## src/rtl/keypad_pkg.sv

```systemverilog
// rtl/keypad_pkg.sv - shared types and constants for the keypad key FIFO
package keypad_pkg;

  typedef enum logic [2:0] {
    POLL   = 3'd0,
    READ   = 3'd1,
    CAPT   = 3'd2,
    CLR    = 3'd3,
    SETTLE = 3'd4
  } poll_state_e;

  localparam logic KP_ADDR_DATA = 1'b0;
  localparam logic KP_ADDR_STAT = 1'b1;

  localparam int ST_OVF   = 7;
  localparam int ST_FULL  = 6;
  localparam int ST_EMPTY = 5;

  function automatic logic [15:0] status_word(input logic ovf, input logic full,
                                              input logic empty, input logic [3:0] cnt);
    logic [15:0] w;
    w           = {12'b0, cnt};
    w[ST_OVF]   = ovf;
    w[ST_FULL]  = full;
    w[ST_EMPTY] = empty;
    return w;
  endfunction

endpackage

```

## src/rtl/keypad_fifo_mem.sv

```systemverilog
// rtl/keypad_fifo_mem.sv - DEPTH x 4 key-code storage with pointers, count and full/empty
module keypad_fifo_mem
  import keypad_pkg::*;
#(
  parameter int DEPTH = 8,
  parameter int CNT_W = 4
) (
  input  logic             clk,
  input  logic             rst,
  input  logic             push,
  input  logic             pop,
  input  logic [3:0]       wr_data,
  output logic [3:0]       rd_data,
  output logic [CNT_W-1:0] count,
  output logic             full,
  output logic             empty
);

  localparam int PTR_W = $clog2(DEPTH);

  logic [PTR_W-1:0] wr_ptr_q, wr_ptr_d;
  logic [PTR_W-1:0] rd_ptr_q, rd_ptr_d;
  logic [CNT_W-1:0] count_q, count_d;
  logic [3:0]       mem_q [DEPTH];
  logic [3:0]       mem_d [DEPTH];
  logic             do_push, do_pop;

  assign full  = (count_q == CNT_W'(DEPTH));
  assign empty = (count_q == '0);
  assign count = count_q;
  assign rd_data = mem_q[rd_ptr_q];

  // A pop frees the head slot in the same cycle, so a full FIFO still accepts the push.
  assign do_pop  = pop && !empty;
  assign do_push = push && (!full || do_pop);

  always_comb begin
    mem_d    = mem_q;
    wr_ptr_d = wr_ptr_q;
    rd_ptr_d = rd_ptr_q;
    count_d  = count_q;
    if (do_push) begin
      mem_d[wr_ptr_q] = wr_data;
      wr_ptr_d        = wr_ptr_q + PTR_W'(1);
    end
    if (do_pop) begin
      rd_ptr_d = rd_ptr_q + PTR_W'(1);
    end
    case ({do_push, do_pop})
      2'b10:   count_d = count_q + CNT_W'(1);
      2'b01:   count_d = count_q - CNT_W'(1);
      default: count_d = count_q;
    endcase
  end

  always_ff @(posedge clk) begin
    if (rst) begin
      wr_ptr_q <= '0;
      rd_ptr_q <= '0;
      count_q  <= '0;
    end else begin
      wr_ptr_q <= wr_ptr_d;
      rd_ptr_q <= rd_ptr_d;
      count_q  <= count_d;
    end
  end

  always_ff @(posedge clk) begin
    mem_q <= mem_d;
  end

endmodule

```

## src/rtl/keypad_key_fifo.sv

```systemverilog
// rtl/keypad_key_fifo.sv - polls the keypad scanner, buffers key codes, CPU read port
// Optional registered key-available interrupt under `define KEYPAD_FIFO_IRQ_EN.
module keypad_key_fifo
  import keypad_pkg::*;
#(
  parameter int DEPTH = 8,
  parameter int CNT_W = 4
) (
  input  logic        clk,
  input  logic        rst,
  input  logic [15:0] kp_data_in,
  output logic        kp_a0,
  output logic        kp_readyclr,
  input  logic        cpu_addr,
  input  logic        cpu_pop,
  input  logic        cpu_ovf_clr,
  output logic [15:0] cpu_data_out,
  output logic        irq
);

  poll_state_e      state_q, state_d;
  logic             kp_a0_q, kp_a0_d;
  logic             kp_readyclr_q, kp_readyclr_d;
  logic             ovf_q, ovf_d;
  logic             push, overflow;
  logic [3:0]       head_code;
  logic [CNT_W-1:0] count;
  logic             full, empty;
  logic             unused_kp_bits;

  assign unused_kp_bits = &{1'b0, kp_data_in[15:4]};

  assign kp_a0       = kp_a0_q;
  assign kp_readyclr = kp_readyclr_q;

  assign push     = (state_q == CAPT);
  assign overflow = push && full && !cpu_pop;

  keypad_fifo_mem #(
    .DEPTH (DEPTH),
    .CNT_W (CNT_W)
  ) u_fifo (
    .clk     (clk),
    .rst     (rst),
    .push    (push),
    .pop     (cpu_pop),
    .wr_data (kp_data_in[3:0]),
    .rd_data (head_code),
    .count   (count),
    .full    (full),
    .empty   (empty)
  );

  // Select changes one state ahead of sampling so the scanner mux has settled.
  always_comb begin
    state_d       = state_q;
    kp_a0_d       = kp_a0_q;
    kp_readyclr_d = 1'b0;
    case (state_q)
      POLL: begin
        kp_a0_d = 1'b1;
        if (kp_data_in[0]) begin
          state_d = READ;
          kp_a0_d = 1'b0;
        end
      end
      READ: begin
        kp_a0_d = 1'b0;
        state_d = CAPT;
      end
      CAPT: begin
        kp_readyclr_d = 1'b1;
        state_d       = CLR;
      end
      CLR: begin
        state_d = SETTLE;
      end
      SETTLE: begin
        kp_a0_d = 1'b1;
        state_d = POLL;
      end
      default: begin
        kp_a0_d = 1'b1;
        state_d = POLL;
      end
    endcase
  end

  always_comb begin
    ovf_d = ovf_q;
    if (cpu_ovf_clr) ovf_d = 1'b0;
    if (overflow)    ovf_d = 1'b1;
  end

  always_ff @(posedge clk) begin
    if (rst) begin
      state_q       <= POLL;
      kp_a0_q       <= 1'b1;
      kp_readyclr_q <= 1'b0;
      ovf_q         <= 1'b0;
    end else begin
      state_q       <= state_d;
      kp_a0_q       <= kp_a0_d;
      kp_readyclr_q <= kp_readyclr_d;
      ovf_q         <= ovf_d;
    end
  end

  always_comb begin
    if (cpu_addr == KP_ADDR_STAT) begin
      cpu_data_out = status_word(ovf_q, full, empty, 4'(count));
    end else begin
      cpu_data_out = empty ? 16'h0000 : {12'b0, head_code};
    end
  end

`ifdef KEYPAD_FIFO_IRQ_EN
  logic irq_q, irq_d;

  always_comb begin
    irq_d = !empty || ovf_q;
  end

  always_ff @(posedge clk) begin
    if (rst) begin
      irq_q <= 1'b0;
    end else begin
      irq_q <= irq_d;
    end
  end

  assign irq = irq_q;
`else
  assign irq = 1'b0;
`endif

endmodule
```

## config.mk

```make
export PLATFORM = sky130hd
export DESIGN_NAME = keypad_key_fifo
export DESIGN_NICKNAME = d
export VERILOG_FILES = /design/src/rtl/keypad_pkg.sv /design/src/rtl/keypad_fifo_mem.sv /design/src/rtl/keypad_key_fifo.sv
export SDC_FILE = /design/constraint.sdc
export NUM_CORES = 1
export LEC_CHECK = 0
export ABC_CLOCK_PERIOD_IN_PS = 6400
export BUFFER_PORTS_ARGS = -buffer_cell sky130_fd_sc_hd__buf_4
export CAP_MARGIN = 25
export CORE_ASPECT_RATIO = 1.4
export CORE_UTILIZATION = 59
export CTS_CLUSTER_SIZE = 8
export DETAILED_ROUTE_END_ITERATION = 16
export HOLD_SLACK_MARGIN = 0.02
export PLACE_DENSITY = 0.89
export SETUP_SLACK_MARGIN = 0.02
export SYNTH_ARGS = -nofsm -noshare
export SYNTH_HDL_FRONTEND = slang
export SYNTH_SLANG_ARGS = --single-unit
```

## constraint.sdc

```tcl
create_clock -name clk -period 6.4 [get_ports clk]
set_input_delay 0.64 -clock clk [delete_from_list [all_inputs] [get_ports clk]]
set_output_delay 0.64 -clock clk [all_outputs]
set_load 0.01 [all_outputs]
```

# Word-level counts from Yosys, hierarchy flattened

Cells that the tools add are included.

$add $sub $neg: 4
$lt $le $gt $ge: 3
Equality and inequality tests: 7
Mux-type cells: 16
Bitwise logic cells: 2
Reduce and logical (&&, ||, !) cells: 14

Operator list:

| cell                                                       | count |
|---|---|
| bitwise mux 32 bit                                         | 1 |
| 2-to-1 mux 4 bit                                           | 4 |
| binary-select mux 4 bit (select 3 bit)                     | 1 |
| demux 4 bit (select 3 bit)                                 | 1 |
| one-hot mux 3 bit (4 select lines)                         | 1 |
| >= comparator 4 bit, second input constant                 | 2 |
| 2-to-1 mux 8 bit                                           | 1 |
| inverter 3 -> 4 bit                                        | 2 |
| one-hot mux 4 bit (2 select lines)                         | 1 |
| adder 3 x 1 -> 3 bit, second input constant                | 2 |
| equality test 3 x 2 -> 1 bit, second input constant        | 2 |
| logical AND 1 bit                                          | 5 |
| adder 4 x 1 -> 4 bit, second input constant                | 1 |
| equality test 4 bit, second input constant                 | 1 |
| logical NOT 4 bit                                          | 1 |
| less-than comparator 4 x 1 -> 1 bit, second input constant | 1 |
| 2-to-1 mux 1 bit                                           | 4 |
| nonzero test 2 bit                                         | 2 |
| subtractor 4 x 1 -> 4 bit, second input constant           | 1 |
| equality test 3 x 1 -> 1 bit, second input constant        | 1 |
| logical NOT 1 bit                                          | 3 |
| logical NOT 3 bit                                          | 1 |
| 2-to-1 mux 3 bit                                           | 1 |
| one-hot mux 1 bit (3 select lines)                         | 1 |
| other kinds (5)                                            | 5 |

Register bits after elaboration: 48
Bits of input ports: 21
Output and inout port bits: 19
Logic and storage cells: 61

# Logic depth before layout (Yosys ltp)

Gate-level depths: netlist of run 1.

Depth in word-level cells: 7
Depth in mapped cells: 12
Depth with buffers taken out: 10

# By module

From an unflattened synthesis of run 1, not the netlist that was laid out.

Cell total of the unflattened synthesis: 153
Area, all modules: 2127.0 um^2

By module, submodules not included:

| module          | times used | cells each | area each (um^2) | sequential area each (um^2) |
|---|---|---|---|---|
| keypad_fifo_mem | 1          | 114        | 1785.5           | 1161.1 |
| keypad_key_fifo | 1          | 39         | 341.6            | 120.1 |

# Worst setup path after synthesis of run 1

No wires, ideal clock.

Kind: register to register
From: register u_fifo.count_q[1], in the netlist u_fifo.count[1]
To: register u_fifo.count_q[2], in the netlist u_fifo.count[2]
Library setup time: 0.070 ns
Arrival time: 2.332 ns
Data required time: 6.330 ns
Slack: 3.998 ns
Stages on the path, launching flop included: 13
Path buffers: 2
Clock period less this slack: 2.402 ns
Cell sequence: dfxtp_1 -> buf_6 -> or3_1 -> buf_6 -> o21ai_4 -> inv_1 -> ha_1 -> xor2_1 -> ha_1 -> a21oi_1 -> xor2_1 -> or3_1 -> a21oi_1

Cells in the longest elaborated chain, start to end: 7
Elaborated cells between the ends (all ways): 13
Those cells by class: add/sub: 2; eq/ne: 3; mux: 1; reduce/logical: 7

RTL lines:

| item                                                                            | line                  | RTL |
|---|---|---|
| start, declared                                                                 | keypad_fifo_mem.sv:23 | `logic [CNT_W-1:0] count_q, count_d;` |
| start signal, assigned                                                          | keypad_fifo_mem.sv:64 | `count_q <= count_d;` |
| logical NOT 4 bit *                                                             | keypad_fifo_mem.sv:29 | `assign empty = (count_q == '0);` |
| logical NOT 1 bit *                                                             | keypad_fifo_mem.sv:34 | `assign do_pop = pop && !empty;` |
| logical AND 1 bit *                                                             | keypad_fifo_mem.sv:34 |  |
| net u_fifo.do_pop                                                               | keypad_fifo_mem.sv:26 | `logic do_push, do_pop;` |
| logical OR 1 bit                                                                | keypad_fifo_mem.sv:35 | `assign do_push = push && (!full \|\| do_pop);` |
| logical AND 1 bit                                                               | keypad_fifo_mem.sv:35 |  |
| equality test 2 x 1 -> 1 bit / equality test 2 bit (equally long branches)      | keypad_fifo_mem.sv:49 | `case ({do_push, do_pop})` |
| one-hot mux 4 bit (2 select lines) / nonzero test 2 bit (equally long branches) | --                    |  |

Mark *: on every way through the listed nets, which the timed path passes. The rest lies on a longest branch.
A chain may end at the register's enable or synchronous reset.

# Worst setup path in the final report of run 1

From: register u_fifo.rd_ptr_q[0]
To: output port cpu_data_out[3]

Cells in the longest elaborated chain, start to end: 6

RTL lines:

| item                                                 | line                   | RTL |
|---|---|---|
| start, declared                                      | keypad_fifo_mem.sv:22  | `logic [PTR_W-1:0] rd_ptr_q, rd_ptr_d;` |
| start signal, assigned                               | keypad_fifo_mem.sv:63  | `rd_ptr_q <= rd_ptr_d;` |
| inverter 3 -> 4 bit (implied by the code)            | keypad_fifo_mem.sv:31  | `assign rd_data = mem_q[rd_ptr_q];` |
| binary-select mux 4 bit (select 3 bit)               | keypad_fifo_mem.sv:31  |  |
| 2-to-1 mux 4 bit (implied by the code) (2 in series) | keypad_fifo_mem.sv:31  |  |
| 2-to-1 mux 4 bit                                     | keypad_key_fifo.sv:113 | `cpu_data_out = empty ? 16'h0000 : {12'b0, head_code};` |
| 2-to-1 mux 8 bit                                     | keypad_key_fifo.sv:110 | `if (cpu_addr == KP_ADDR_STAT) begin` |
| end, declared                                        | keypad_key_fifo.sv:17  | `output logic [15:0] cpu_data_out,` |

No other way between the ends. The select of a mux whose other input is x is not followed.

==> summary.txt, run 1 <==
Timing
  – Final hold vios: 0
  – Setup Skew: 0.00769 ns
  – Fmax: around 0.37 GHz
  – Tmin final: roughly 2.7 ns
  – Worst Max-Slew Pin Slew: between 0.6 and 0.7 ns
  – Final TNS setup: 0 ns
  – Slew headroom: between 50% and 60%
  – Slew Viols, Final: 0
  – Final Setup Violations: 0
  – Hold slack: roughly 0.50 ns
  – Tcrit/Tclk final: between 40% and 50%
  – RSZ-0062 raised after global routing: false

CTS
  – Hold-fix buffers, CTS: 0
  – Worst-path clk slew: approximately 0.08 ns
  – Root buf cell: clkbuf_8
  – H-tree levels: 2
  – Setup Buffers After CTS: 0
  – CTS resizes: 0
  – Clk_lat worst skew: approximately 0.30 ns
  – CTS Buf Count: 5
  – CTS tree: yes
  – Clk sinks: 48
  – Clock Path Buffers: 2

Power
  – Power per standard cell area: roughly 330 nW/um2
  – Leakage: slightly below 0.9 nW
  – Peak supply drop: between 200 and 250 uV

Critical path
  – Critical path class: reg2out
  – Critical Path AT: 2.06 ns
  – CP startpoint kind: register
  – WP data required: 5.76 ns
  – Crit. End Element: primary output
  – Critical Path Fanout Max: 13

Finish
  – Fin nets: roughly 210
  – Final non-filler cell area: about 2400 um2
  – Layout cells sized above 1: approximately 22%
  – Seq. cell area: between 1000 and 1500 um2
  – Multi-input combinational cell area: 815 um2
  – Core Util, Final: 68.8%
  – Area Overhead vs Synth: 9.27%
  – Filler instances: 233
  – Fin cells: 227
  – Inserted Diodes: 0

Yosys
  – Synth Warn #: 0
  – Largest cells by area after synthesis: edfxtp_1 (44%), dfxtp_1 (15%), mux4_2 (5.2%)
  – Seq cells post-synth: 48
  – Top-area cell type share of the netlist area: ~44%
  – Syn_area_per_cell: 12.9 um2
  – Most common flop cell mapped by yosys: edfxtp_1
  – Post-synth EDFFs: 32
  – Sequential element share of the synthesized area: between 50% and 60%
  – Top-count cell post-synth: edfxtp_1
  – Yosys top cell by area: edfxtp_1
  – Post-synth ARST share: 0%
  – Most instantiated cells after synthesis: edfxtp_1 (32), nor2_1 (24), dfxtp_1 (16), buf_4 (12), nand2_1 (9)
  – Post-Synthesis Cells: ~170
  – Synth Cell Area: roughly 2200 um2
  – Post-synthesis cell type count: 34

Die
  – Die H: roughly 74 um
  – Placeable Area: 3470 um2
  – Site row count: 25
  – IO Pins: 40
  – Die footprint: 3960 um2
  – Die W: about 53 um
  – Initial core utilization: 63.0%

Global route
  – GRT overflow: 0
  – First-pass GRT wire length: between 5000 and 6000 um
  – Initial antenna violation count: 0
  – Gr usage total: a little over a fifth
  – Largest net degree at the start of global routing: 16
  – Vias in the first global route: ~1200

Route
  – ANT nets after route: 0
  – Final wirelength: roughly 3600 um
  – Via count: 1311
  – Drt drc: 0
  – Routed WL per cell: between 15 and 20 um
  – DR vias/cell: between 5 and 6
  – Initial DRC Count: 38
  – DRT Pass-1 Iters: 4

Place
  – IO buf count: 17
  – DP Cell Count: 219
  – Area after DPL: between 2000 and 2500 um2
  – Post-DP HPWL: 2680 um
  – GPL Wtd Cong: 0.734

Job
  – Max Cap Viol: 0

Hold path
  – Worst hold path type: reg2reg

Run status
  – Outcome: finished clean
==> stage by stage <==
step / total power, mW / worst slack [ns]
floorplan: 0.553 / 4.00
global placement: 0.578 / 3.84
detailed placement: 0.594 / 3.69
CTS: 0.801 / 3.68
global route: 0.839 / 3.52
finish: 0.797 / 3.70
==> kinds of logic after synthesis <==
kind of cell | Yosys count | share of synthesized area [%]
buf+inv | 17 | 5.67
flops | 48 | 58.6
other cells | 1 | 0.172
simple gates | 53 | 11.9
xor+xnor | 7 | 2.80
fa+ha+maj | 5 | 2.86
compound gates | 22 | 7.38
mux | 16 | 10.6
==> report_power, final <==
| part | internal (mW) | switching, mW |
|---|---|---|
| combinational | 0.103 | 0.102 |
| clock | 0.116 | 0.0947 |
| sequential | 0.347 | 0.0354 |
==> routing by layer <==
metal / global-route usage [%] / share of wire [%] / vias to the layer above
met5: 0 / 0 / -
met4: 7.89 / 1.8 / 0
met3: 5.93 / 4.5 / 7
met2: 37.1 / 54 / 44
met1: 24.2 / 40 / 626
li1: - / - / 634
==> final cells by class <==
class	count	share of cell area (%)
inverters	1	0.157
clock inverters	3	1.78
flip-flops and latches	48	53.6
repair buffers	17	5.34
multi-input cells	113	34.1
well taps	40	2.10
clock buffers	5	2.88
==> final timing paths <==
path | start | endpoint | slack (ns) | cells after the start
setup / recovery | u_fifo.rd_ptr_q[0]$_SDFFE_PP0P_ | cpu_data_out[3] | 3.70 | 4
hold / removal | kp_a0$_SDFFE_PP1N_ | kp_a0$_SDFFE_PP1N_ | 0.50 | 2
setup reg to reg | u_fifo.count[0]$_SDFFE_PP0P_ | u_fifo.count[2]$_SDFFE_PP0P_ | 3.70 | 10
hold reg to reg | kp_a0$_SDFFE_PP1N_ | kp_a0$_SDFFE_PP1N_ | 0.50 | 2
==> critical path, cell delays in order, from the launching register on <==
cell	delay, ns
dfxtp_1	0.77
mux4_2	0.60
mux2i_1	0.15
o21ai_0	0.10
buf_4	0.15
==> registers in the layout, summed over array words and instances, names as in the netlist <==
register,cells
u_fifo.rd_ptr_q,3
u_fifo.wr_ptr_q,3
u_fifo.mem_q,32
ovf_q,1
state_q,3
kp_a0,1
kp_readyclr,1
u_fifo.count,4
==> cells in the final DEF, fill, tap and decap left out, types with 2 or more instances in the layout <==
master    synthesis  final
edfxtp_1         32     32
nor2_1           24     24
buf_4            12     17
dfxtp_1          16     16
conb_1            1     10
nand2_1           9      9
mux2_2            7      7
xor2_1            6      6
mux4_2            5      5
ha_1              5      5
clkbuf_8          0      5
nand2b_1          4      4
mux2i_1           4      4
o21ai_0           4      4
o22ai_1           4      4
a21oi_1           4      4
o211ai_1          3      3
nor3_1            3      3
o31ai_1           3      3
nor2b_1           3      3
or3_1             2      2
o21ai_4           2      2
or2_2             2      2
and2_1            2      2
Power figures use the tool's default switching activity.
==> run 2: changes to the inputs <==
ABC_CLOCK_PERIOD_IN_PS = 2550   (was 6400)
CORE_UTILIZATION = 55   (was 59)
PLACE_DENSITY = 0.84   (was 0.89)
clock period = 2.55 ns   (was 6.4 ns; I/O delays follow)
==> run 2 against run 1 <==
- cell count rose by 3.5%
- first-iteration DRC count rose by 34%
- hold slack got worse by 0.31 ns
- critical endpoint is now u_fifo.count[2]$_SDFFE_PP0P_
- register-to-register slack got worse by 3.5 ns
- largest power group unchanged
==> summary.txt, run 2 (synthesized netlist as in run 1, its figures left out) <==
Timing
  – Slew Viols, Final: 0 (unchanged)
  – Fin worst setup slack: 0.180 ns (was 3.70 ns)
  – Tcrit/Tclk final: between 90 and 100%
  – Setup Skew: 0.00866 ns (was 0.00769 ns)
  – Worst Max-Slew Pin Slew: 0.566 ns (was 0.689 ns)
  – Tmin final: ~2.4 ns
  – Slew headroom: 62.0% (was 54.0%)
  – Fmax: about 0.42 GHz
  – Final TNS setup: 0 ns (unchanged)
  – Final hold vios: 0 (unchanged)
  – Hold slack: 0.190 ns (was 0.500 ns)
  – RSZ-0062 raised after global routing: false (unchanged)
  – Final Setup Violations: 0 (unchanged)

CTS
  – Worst-path clk slew: 0.08 ns (about the same)
  – Clk sinks: 48 (unchanged)
  – Clock Path Buffers: 2 (unchanged)
  – Clk_lat worst skew: 0.30 ns (about the same)
  – CTS tree: yes (unchanged)
  – Hold-fix buffers, CTS: 0 (unchanged)
  – H-tree levels: 2 (unchanged)
  – CTS Buf Count: 5 (unchanged)
  – Root buf cell: clkbuf_8 (unchanged)

Power
  – Leakage: 0.911 nW (was 0.880 nW)
  – Power per standard cell area: 852 nW/um2 (was 334 nW/um2)
  – Total design power: 2.08 mW (was 0.797 mW)
  – Peak supply drop: 618 uV (was 235 uV)

Critical path
  – Reg2reg setup slack: 0.18 ns (was 3.70 ns)
  – Critical Path AT: 2.60 ns (was 2.06 ns)
  – R2R Path End: u_fifo.count[2]$_SDFFE_PP0P_ (unchanged)
  – CP Cell Sequence: or3_4 -> o21ai_4 -> inv_1 -> ha_1 -> xor2_1 -> ha_1 -> a21oi_2 -> xor2_1 -> or3_1 -> a21oi_1 (was mux4_2 -> mux2i_1 -> o21ai_0 -> buf_4)
  – CP startpoint kind: register (unchanged)
  – Worst path top cell family by delay: simple AND/OR/NAND/NOR gates (was flip-flops)
  – Buf+Inv Stages, Crit Path: 1 (unchanged)
  – Slowest stage delay, CP: 0.44 ns (was 0.77 ns)
  – Critical path class: reg2reg (was reg2out)
  – Crit. End Element: register (was primary output)
  – FF-to-FF Start: u_fifo.count[2]$_SDFFE_PP0P_ (was u_fifo.count[0]$_SDFFE_PP0P_)
  – Critical Path Fanout Max: 7 (was 13)
  – WP data required: 2.78 ns (was 5.76 ns)
  – Worst-case reg-to-reg path depth: 10 (unchanged)
  – CP max stage cell: or3_4 (was dfxtp_1)

Route
  – DR vias/cell: 5.61 (was 5.78)
  – DRT Pass-1 Iters: 4 (unchanged)
  – Drt drc: 0 (unchanged)
  – Final wirelength: 3590 um (about the same)
  – Routed WL per cell: 15.3 um (was 15.8 um)
  – Initial DRC Count: 51 (was 38)
  – ANT nets after route: 0 (unchanged)
  – Via count: 1318 (was 1311)

Global route
  – Largest net degree at the start of global routing: 16 (unchanged)
  – GRT overflow: 0 (unchanged)
  – Met1 global-route usage: 19.8% (was 24.2%)
  – Gr usage total: 18.3% (was 21.2%)
  – Grt peak-use layer: met2 (unchanged)
  – Initial antenna violation count: 0 (unchanged)
  – Vias in the first global route: 1323 (was 1234)
  – Grt met2 use: 32.3% (was 37.1%)
  – First-pass GRT wire length: 5850 um (was 5750 um)
  – Routing usage on met3: 5.26% (was 5.93%)

Die
  – IO Pins: 40 (unchanged)
  – Placeable Area: 3740 um2 (was 3470 um2)
  – Initial core utilization: 58.4% (was 63.0%)
  – Site row count: 26 (was 25)
  – Die footprint: 4230 um2 (was 3960 um2)
  – Die W: 55.3 um (was 53.4 um)
  – Die H: 76.6 um (was 74.0 um)

Hold path
  – Hold Path Origin: kp_data_in[3] (was kp_a0$_SDFFE_PP1N_)
  – Worst hold path type: in2reg (was reg2reg)
  – Worst Hold Endpoint: u_fifo.mem_q[11]$_DFFE_PP_ (was kp_a0$_SDFFE_PP1N_)
  – Worst Hold Depth: 1 (was 2)

Place
  – Area after DPL: 2320 um2 (was 2280 um2)
  – GPL Wtd Cong: 0.817 (was 0.734)
  – IO buf count: 17 (unchanged)
  – Post-DP HPWL: 2660 um (was 2680 um)
  – Dpl ws: 0.124 ns (was 3.69 ns)
  – DP Cell Count: 226 (was 219)

Finish
  – Filler instances: 264 (was 233)
  – Fin nets: 218 (was 212)
  – Largest reg by FF count: u_fifo.mem_q (unchanged)
  – Final non-filler cell area: 2440 um2 (was 2390 um2)
  – Core Util, Final: 65.3% (was 68.8%)
  – Commonest non-fill, non-tap cell in the layout: edfxtp_1 (unchanged)
  – Fin cells: 235 (was 227)
  – Layout cells sized above 1: 25.9% (was 21.9%)
  – Area Overhead vs Synth: 11.7% (was 9.27%)
  – Most frequent cells in the layout: edfxtp_1 (32), nor2_1 (24), buf_4 (23), dfxtp_1 (15), conb_1 (10) (was edfxtp_1 (32), nor2_1 (24), buf_4 (17), dfxtp_1 (16), conb_1 (10))
  – Inserted Diodes: 0 (unchanged)
  – Flip-flop count of the largest register after layout: 32 (unchanged)

Job
  – Max Cap Viol: 0 (unchanged)

Run status
  – Outcome: finished clean (unchanged)
==> run 2: cell count changes in the layout (fill, tap and decap cells not counted) <==
cell | before | now
clkinv_2 | 0 | 1
dfxtp_1 | 16 | 15
a21oi_1 | 4 | 3
or3_4 | 0 | 1
dfxtp_2 | 0 | 1
clkinv_1 | 1 | 0
buf_4 | 17 | 23
a21oi_2 | 0 | 1
clkinv_4 | 1 | 0
clkbuf_1 | 0 | 1
or3_1 | 2 | 1
==> run 2: area by class of cell <==
class / instances / area (um2) / area share, %
Sequential cell: 48 / 1280 / 52.5
Multi-Input combinational cell: 113 / 823 / 33.7
Timing Repair Buffer: 23 / 173 / 7.07
Clock buffer: 6 / 72.6 / 2.97
Tap cell: 42 / 52.6 / 2.15
Clock inverter: 2 / 35.0 / 1.43
Inverter: 1 / 3.75 / 0.154
==> run 2: worst max path at each step <==
| stage | depth (start not counted) | slack (ns) | start | endpoint |
|---|---|---|---|---|
| global route | 9 | 0.02 | u_fifo.count[3]$_SDFFE_PP0P_ | u_fifo.count[2]$_SDFFE_PP0P_ |
| CTS | 10 | 0.09 | u_fifo.count[2]$_SDFFE_PP0P_ | u_fifo.count[2]$_SDFFE_PP0P_ |
| finish | 10 | 0.18 | u_fifo.count[2]$_SDFFE_PP0P_ | u_fifo.count[2]$_SDFFE_PP0P_ |
| global placement | 10 | 0.19 | u_fifo.count[2]$_SDFFE_PP0P_ | u_fifo.count[2]$_SDFFE_PP0P_ |
| floorplan | 12 | 0.15 | u_fifo.count[1]$_SDFFE_PP0P_ | u_fifo.count[2]$_SDFFE_PP0P_ |
| detailed placement | 10 | 0.12 | u_fifo.count[2]$_SDFFE_PP0P_ | u_fifo.count[2]$_SDFFE_PP0P_ |
==> run 2: worst register-to-register path, delay by kind of cell (launching register included) <==
kind            cells  cell delay, ns
buf+inv             1            0.09
simple gates        2            0.74
fa+ha+maj           2            0.43
xor+xnor            2            0.24
flops               1            0.36
compound gates      3            0.45
==> run 2: routing by layer <==
layer	part of all wire (%)	vias up
met5	0	-
met4	2.1	0
met3	4.8	12
met2	53	44
met1	40	622
li1	-	640
==> run 2: power by group <==
| part | internal [mW] | total (mW) | switching, mW |
|---|---|---|---|
| Combinational | 0.330 | 0.635 | 0.305 |
| Sequential | 0.871 | 0.926 | 0.0554 |
| Clock | 0.291 | 0.520 | 0.229 |
| Total | 1.49 | 2.08 | 0.590 |
==> run 2: repair_timing <==
| action | CTS | global route |
|---|---|---|
| setup endpoints to repair | 0 | 1 |
| gates resized for setup | 0 | 3 |
| setup buffers | 0 | 1 |
